**config.mk**
```make
export PLATFORM = sky130hd
export DESIGN_NAME = counter_compare_unit
export DESIGN_NICKNAME = d
export VERILOG_FILES = /design/src/rtl/counter_compare_unit.sv
export SDC_FILE = /design/constraint.sdc
export NUM_CORES = 1
export LEC_CHECK = 0
export ABC_AREA = 0
export CAP_MARGIN = 20
export CORE_MARGIN = 2
export CORE_UTILIZATION = 30
export CTS_CLUSTER_DIAMETER = 200
export DETAILED_ROUTE_END_ITERATION = 8
export PLACE_DENSITY_LB_ADDON = 0.05
export RECOVER_POWER = 25
export SETUP_SLACK_MARGIN = 0.2
export SLEW_MARGIN = 20
export SYNTH_ARGS = -nofsm -noshare
export SYNTH_HDL_FRONTEND = slang
export SYNTH_SLANG_ARGS = --single-unit
export TNS_END_PERCENT = 1
```
**constraint.sdc**
```tcl
create_clock -name clock -period 2.88 [get_ports clock]
set_input_delay 0.576 -clock clock [delete_from_list [all_inputs] [get_ports clock]]
set_output_delay 0.576 -clock clock [all_outputs]
set_load 0.05 [all_outputs]
```
**src/rtl/counter_compare_unit.sv**
```systemverilog
// PWM / compare / wrap tracker driven by an external up/down counter; all outputs but cmp_ready are registered (1 cycle).
// Compare writes land in a one-deep shadow slot (cmp_ready = slot empty) and take effect only at counter wrap.
module counter_compare_unit #(
  parameter int WIDTH = 3
) (
  input  logic             clock,
  input  logic             resetn,
  input  logic [WIDTH-1:0] count_in,
  input  logic             count_up,
  input  logic [WIDTH-1:0] cmp_data,
  input  logic             cmp_valid,
  output logic             cmp_ready,
  output logic             pwm_out,
  output logic             match_pulse,
  output logic             wrap_pulse,
  output logic [7:0]       wrap_count
);

  localparam logic [WIDTH-1:0] ALL_ONES = '1;
  localparam logic [WIDTH-1:0] ZERO     = '0;

  logic [WIDTH-1:0] prev_count;
  logic             prev_valid;
  logic [WIDTH-1:0] active_cmp;
  logic [WIDTH-1:0] shadow_cmp;
  logic             shadow_full;
  logic             wrap;
  logic             transfer;

  // prev_valid masks the bogus edge from the counter's reset value.
  always_comb begin
    wrap = 1'b0;
    if (prev_valid) begin
      if (count_up) wrap = (prev_count == ALL_ONES) && (count_in == ZERO);
      else          wrap = (prev_count == ZERO) && (count_in == ALL_ONES);
    end
  end

  assign cmp_ready = ~shadow_full;
  assign transfer  = cmp_valid & ~shadow_full;

  always_ff @(posedge clock or negedge resetn) begin
    if (!resetn) begin
      prev_count  <= '0;
      prev_valid  <= 1'b0;
      active_cmp  <= '0;
      shadow_cmp  <= '0;
      shadow_full <= 1'b0;
      pwm_out     <= 1'b0;
      match_pulse <= 1'b0;
      wrap_pulse  <= 1'b0;
      wrap_count  <= 8'd0;
    end else begin
      prev_count <= count_in;
      prev_valid <= 1'b1;

      // Transfer needs an empty slot and promotion a full one, so they never collide.
      if (transfer) begin
        shadow_cmp  <= cmp_data;
        shadow_full <= 1'b1;
      end else if (wrap && shadow_full) begin
        active_cmp  <= shadow_cmp;
        shadow_full <= 1'b0;
      end

      match_pulse <= (count_in == active_cmp);
      pwm_out     <= (count_in < active_cmp);
      wrap_pulse  <= wrap;
      if (wrap && (wrap_count != 8'hFF)) wrap_count <= wrap_count + 8'd1;
    end
  end

endmodule

```
==> metrics.md <==
| Metric | Value |
|---|---|
| Post-place setup slack | `0.601 ns` |
| Resized cells post-CTS | `0` |
| CTS sink cnt | `22` |
| Largest net degree at the start of global routing | `23` |
| Adder-Cell Fraction of Synth Area | `0.0535` |
| Max clock buf depth | `2` |
| Clock share of power | `0.199` |
| Routed WL | `about 1600 µm` |
| Clock-pin slew on the worst setup and hold paths | `between 0.1 and 0.15 ns` |
| XOR/XNOR share of the synthesized area | `0.0656` |
| Synthesized-area fraction occupied by and/or/nand/nor cells | `0.145` |
| Max_slew headroom | `0.185` |
| Nets | `111` |
| Combinational power share | `0.258` |
| Sequential area share after synthesis | `0.589` |
| Yosys cell types | `22` |
| Internal power | `~0.5 mW` |
| Crit path buf inv count | `1` |
| Achievable clock frequency | `455 MHz` |
| Die width | `about 60 µm` |
| CP Class | `register to output port` |
| Placer Congestion | `a little under 0.7` |
| Clock Latency Late Sink | `between 0.3 and 0.4 ns` |
| CORE AREA | `between 0.003 and 0.004 mm²` |
| Remaining routing DRC violations | `0` |
| GR Overflow Total | `0` |
| Max-cap violation count | `0` |
| Final antenna-violating net count | `0` |
| Vias in the first global route | `607` |
| Initial Utilization | `0.311` |
| Multi-input combinational cell area | `between 300 and 400 µm²` |
| Post-synthesis compound-gate area fraction | `0.0388` |
| Crit end category | `output port` |
| CTS Hold Buffers Added | `0` |
| Largest fanout on the critical path | `6` |
| Total power | `approximately 0.71 mW` |
| Port bufs | `21` |
| CP top delay family | `buffers and inverters` |
| Largest family of logic cells by synthesized area | `simple AND/OR/NAND/NOR gates` |
| Tcrit/Tclk final | `0.763` |
| Slowest CP cell | `clkdlybuf4s50_1` |
| Final Hold Fails | `0` |
| Post-DP HPWL | `1210 µm` |
| Worst Path Arrival | `between 1.5 and 2 ns` |
| Sw frac | `0.314` |
| Worst min path class | `register to register` |
| Synthesized net count | `84` |
| Synthesis Warnings | `0` |
| Final Instance Area | `~0.0012 mm²` |
| Setup TNS | `0 ns` |
| Critical Path, Cell by Cell | `clkdlybuf4s50_1` |
| FP Rows | `20` |
| Vias | `a little under 600` |
| Die Ht | `59.8 µm` |
| Startpoint type of the worst setup path | `register` |
| PwrDens | `587 mW/mm²` |
| Placed cells | `125` |
| Clock Skew | `between 0.007 and 0.008 ns` |
| NetSw | `0.224 mW` |
| Unrepaired setup endpoints after global routing | `no` |
| Layout cell share with drive strength beyond 1 | `0.158` |
| Tmin final | `roughly 2.2 ns` |
| First-pass GRT wire length | `around 3000 µm` |
| Root buf cell | `clkbuf_4` |
| I/O pin count | `22` |
| H-tree depth | `1` |
| Setup bufs post-CTS | `0` |
| Status | `completed` |
| Synth Area per Inst | `roughly 13 µm²` |
| #FFs+latches synth | `22` |
| Avg WL per Cell | `approximately 13 µm` |
| Layout area overhead | `29.7%` |
| DRT Pass-1 Iters | `2` |
| Required time of the worst setup path | `roughly 2.3 ns` |
| Mapped Area | `935 µm²` |
| GR Util All Layers | `0.114` |
| Pleak | `0.547 nW` |
| First DRT Iteration DRCs | `12` |
| Sequential power share | `0.543` |
| Setup-failing EPs final | `0` |
| Final WS setup | `0.682 ns` |
| Peak supply drop | `~290 µV` |
| CTS tree | `built` |
| Initial antenna violation count | `0` |
| DIE AREA | `0.00358 mm²` |
| Vias per Instance | `between 4 and 5` |
| Fin. max-slew vios | `0` |
| Clock buffers created by TritonCTS | `3` |
| CP max stage delay | `approximately 0.84 ns` |
| DP Area | `approximately 0.0012 mm²` |
| Fin cells | `approximately 130` |
| Slew @ Worst Pin | `approximately 1.2 ns` |
| # fillers | `approximately 300` |
| # diodes | `0` |
| Mux cell area share after synthesis | `0.0843` |
| Synthesized instance count | `70` |
| Reg area | `about 550 µm²` |
==> routing by layer <==
layer | vias to the layer above | global-route usage | wire [µm]
met3 | 5 | 0.0281 | 97
met1 | 277 | 0.167 | 876
met2 | 18 | 0.144 | 628
met4 | 0 | 0.0762 | 45
met5 | - | 0 | 0
li1 | 294 | - | -
==> state kept, by name (all words and copies together) (netlist names) <==
register	count
wrap_count	8
active_cmp	3
prev_count	3
shadow_cmp	3
match_pulse	1
prev_valid	1
pwm_out	1
shadow_full	1
wrap_pulse	1
==> final cells by class <==
cell class	count	area share
clock buffer	3	0.0186
inverter	5	0.0155
multi-input combinational	43	0.301
sequential	22	0.454
tap	33	0.0341
timing repair buffer	22	0.176
==> power groups by stage <==
stage / Combinational [mW] / Clock [mW] / Sequential [mW]
after floorplan: 0.0773 / 0 / 0.430
after global placement: 0.184 / 0 / 0.392
after detailed placement: 0.188 / 0 / 0.394
after CTS: 0.189 / 0.148 / 0.387
after global routing: 0.202 / 0.164 / 0.393
final: 0.184 / 0.142 / 0.387
==> metrics by stage <==
step	utilization	hold slack [ns]
floorplan	-	0.280
global placement	0.398	0.492
detailed placement	0.398	0.494
CTS	0.405	0.517
global route	0.404	0.536
finish	0.404	0.515
==> synth_stat cells (all sizes together) <==
master  number  share of area
nor2b        1         0.0067
conb         1         0.0040
and2b        1         0.0094
nor4b        1          0.016
inv          5          0.020
nand4        5          0.033
a21o         1         0.0080
nand3        1         0.0053
dfrtp       22           0.59
nand2        4          0.019
o21bai       1         0.0080
mux2         7          0.084
and4         2          0.019
and4b        1          0.012
a21oi        2          0.023
xnor2        6          0.056
ha           4          0.054
xor2         1         0.0094
nor2         1         0.0040
and3         3          0.020
==> kinds of logic (layout without fill, tap and decap cells) <==
group	Yosys count	count (layout)
buffers and inverters	5	30
AND/OR/NAND/NOR	20	20
multiplexers	7	7
AO/OA/AOI/OAI	4	4
XOR/XNOR	7	7
flip-flops	22	22
other	1	1
adder cells (fa/ha/maj)	4	4
==> final timing paths <==
| path | start | end | slack (ns) | cells past startpoint |
|---|---|---|---|---|
| worst max-delay path | wrap_count[2]$_DFFE_PN0P_ | wrap_count[2] | 0.68 | 1 |
| worst min-delay path | wrap_count[5]$_DFFE_PN0P_ | wrap_count[5]$_DFFE_PN0P_ | 0.51 | 1 |
| worst max register to register | prev_count[1]$_DFF_PN0_ | wrap_count[1]$_DFFE_PN0P_ | 1.24 | 4 |
| worst min register to register | wrap_count[5]$_DFFE_PN0P_ | wrap_count[5]$_DFFE_PN0P_ | 0.51 | 1 |
| max in group asynchronous | resetn | active_cmp[1]$_DFFE_PN0P_ | 1.13 | 2 |
| min in group asynchronous | resetn | prev_valid$_DFF_PN0_ | 1.02 | 2 |
==> cells in the final DEF, fill, tap and decap left out <==
master	Yosys	final
dfrtp_1	22	22
clkdlybuf4s50_1	0	17
mux2_2	7	7
clkbuf_1	0	1
dlygate4sd3_1	0	4
nor2b_1	1	1
inv_1	5	5
ha_1	4	4
and4b_2	1	1
xor2_1	1	1
nand2_1	3	3
and2b_2	1	1
nor4b_2	1	1
xnor2_1	6	6
nor2_1	1	1
a21oi_1	1	1
nand2_2	1	1
nand3_1	1	1
a21o_1	1	1
clkbuf_4	0	3
and3_1	3	3
a21oi_4	1	1
and4_1	2	2
o21bai_1	1	1
nand4_1	5	5
conb_1	1	1
Power figures use the tool's default switching activity.
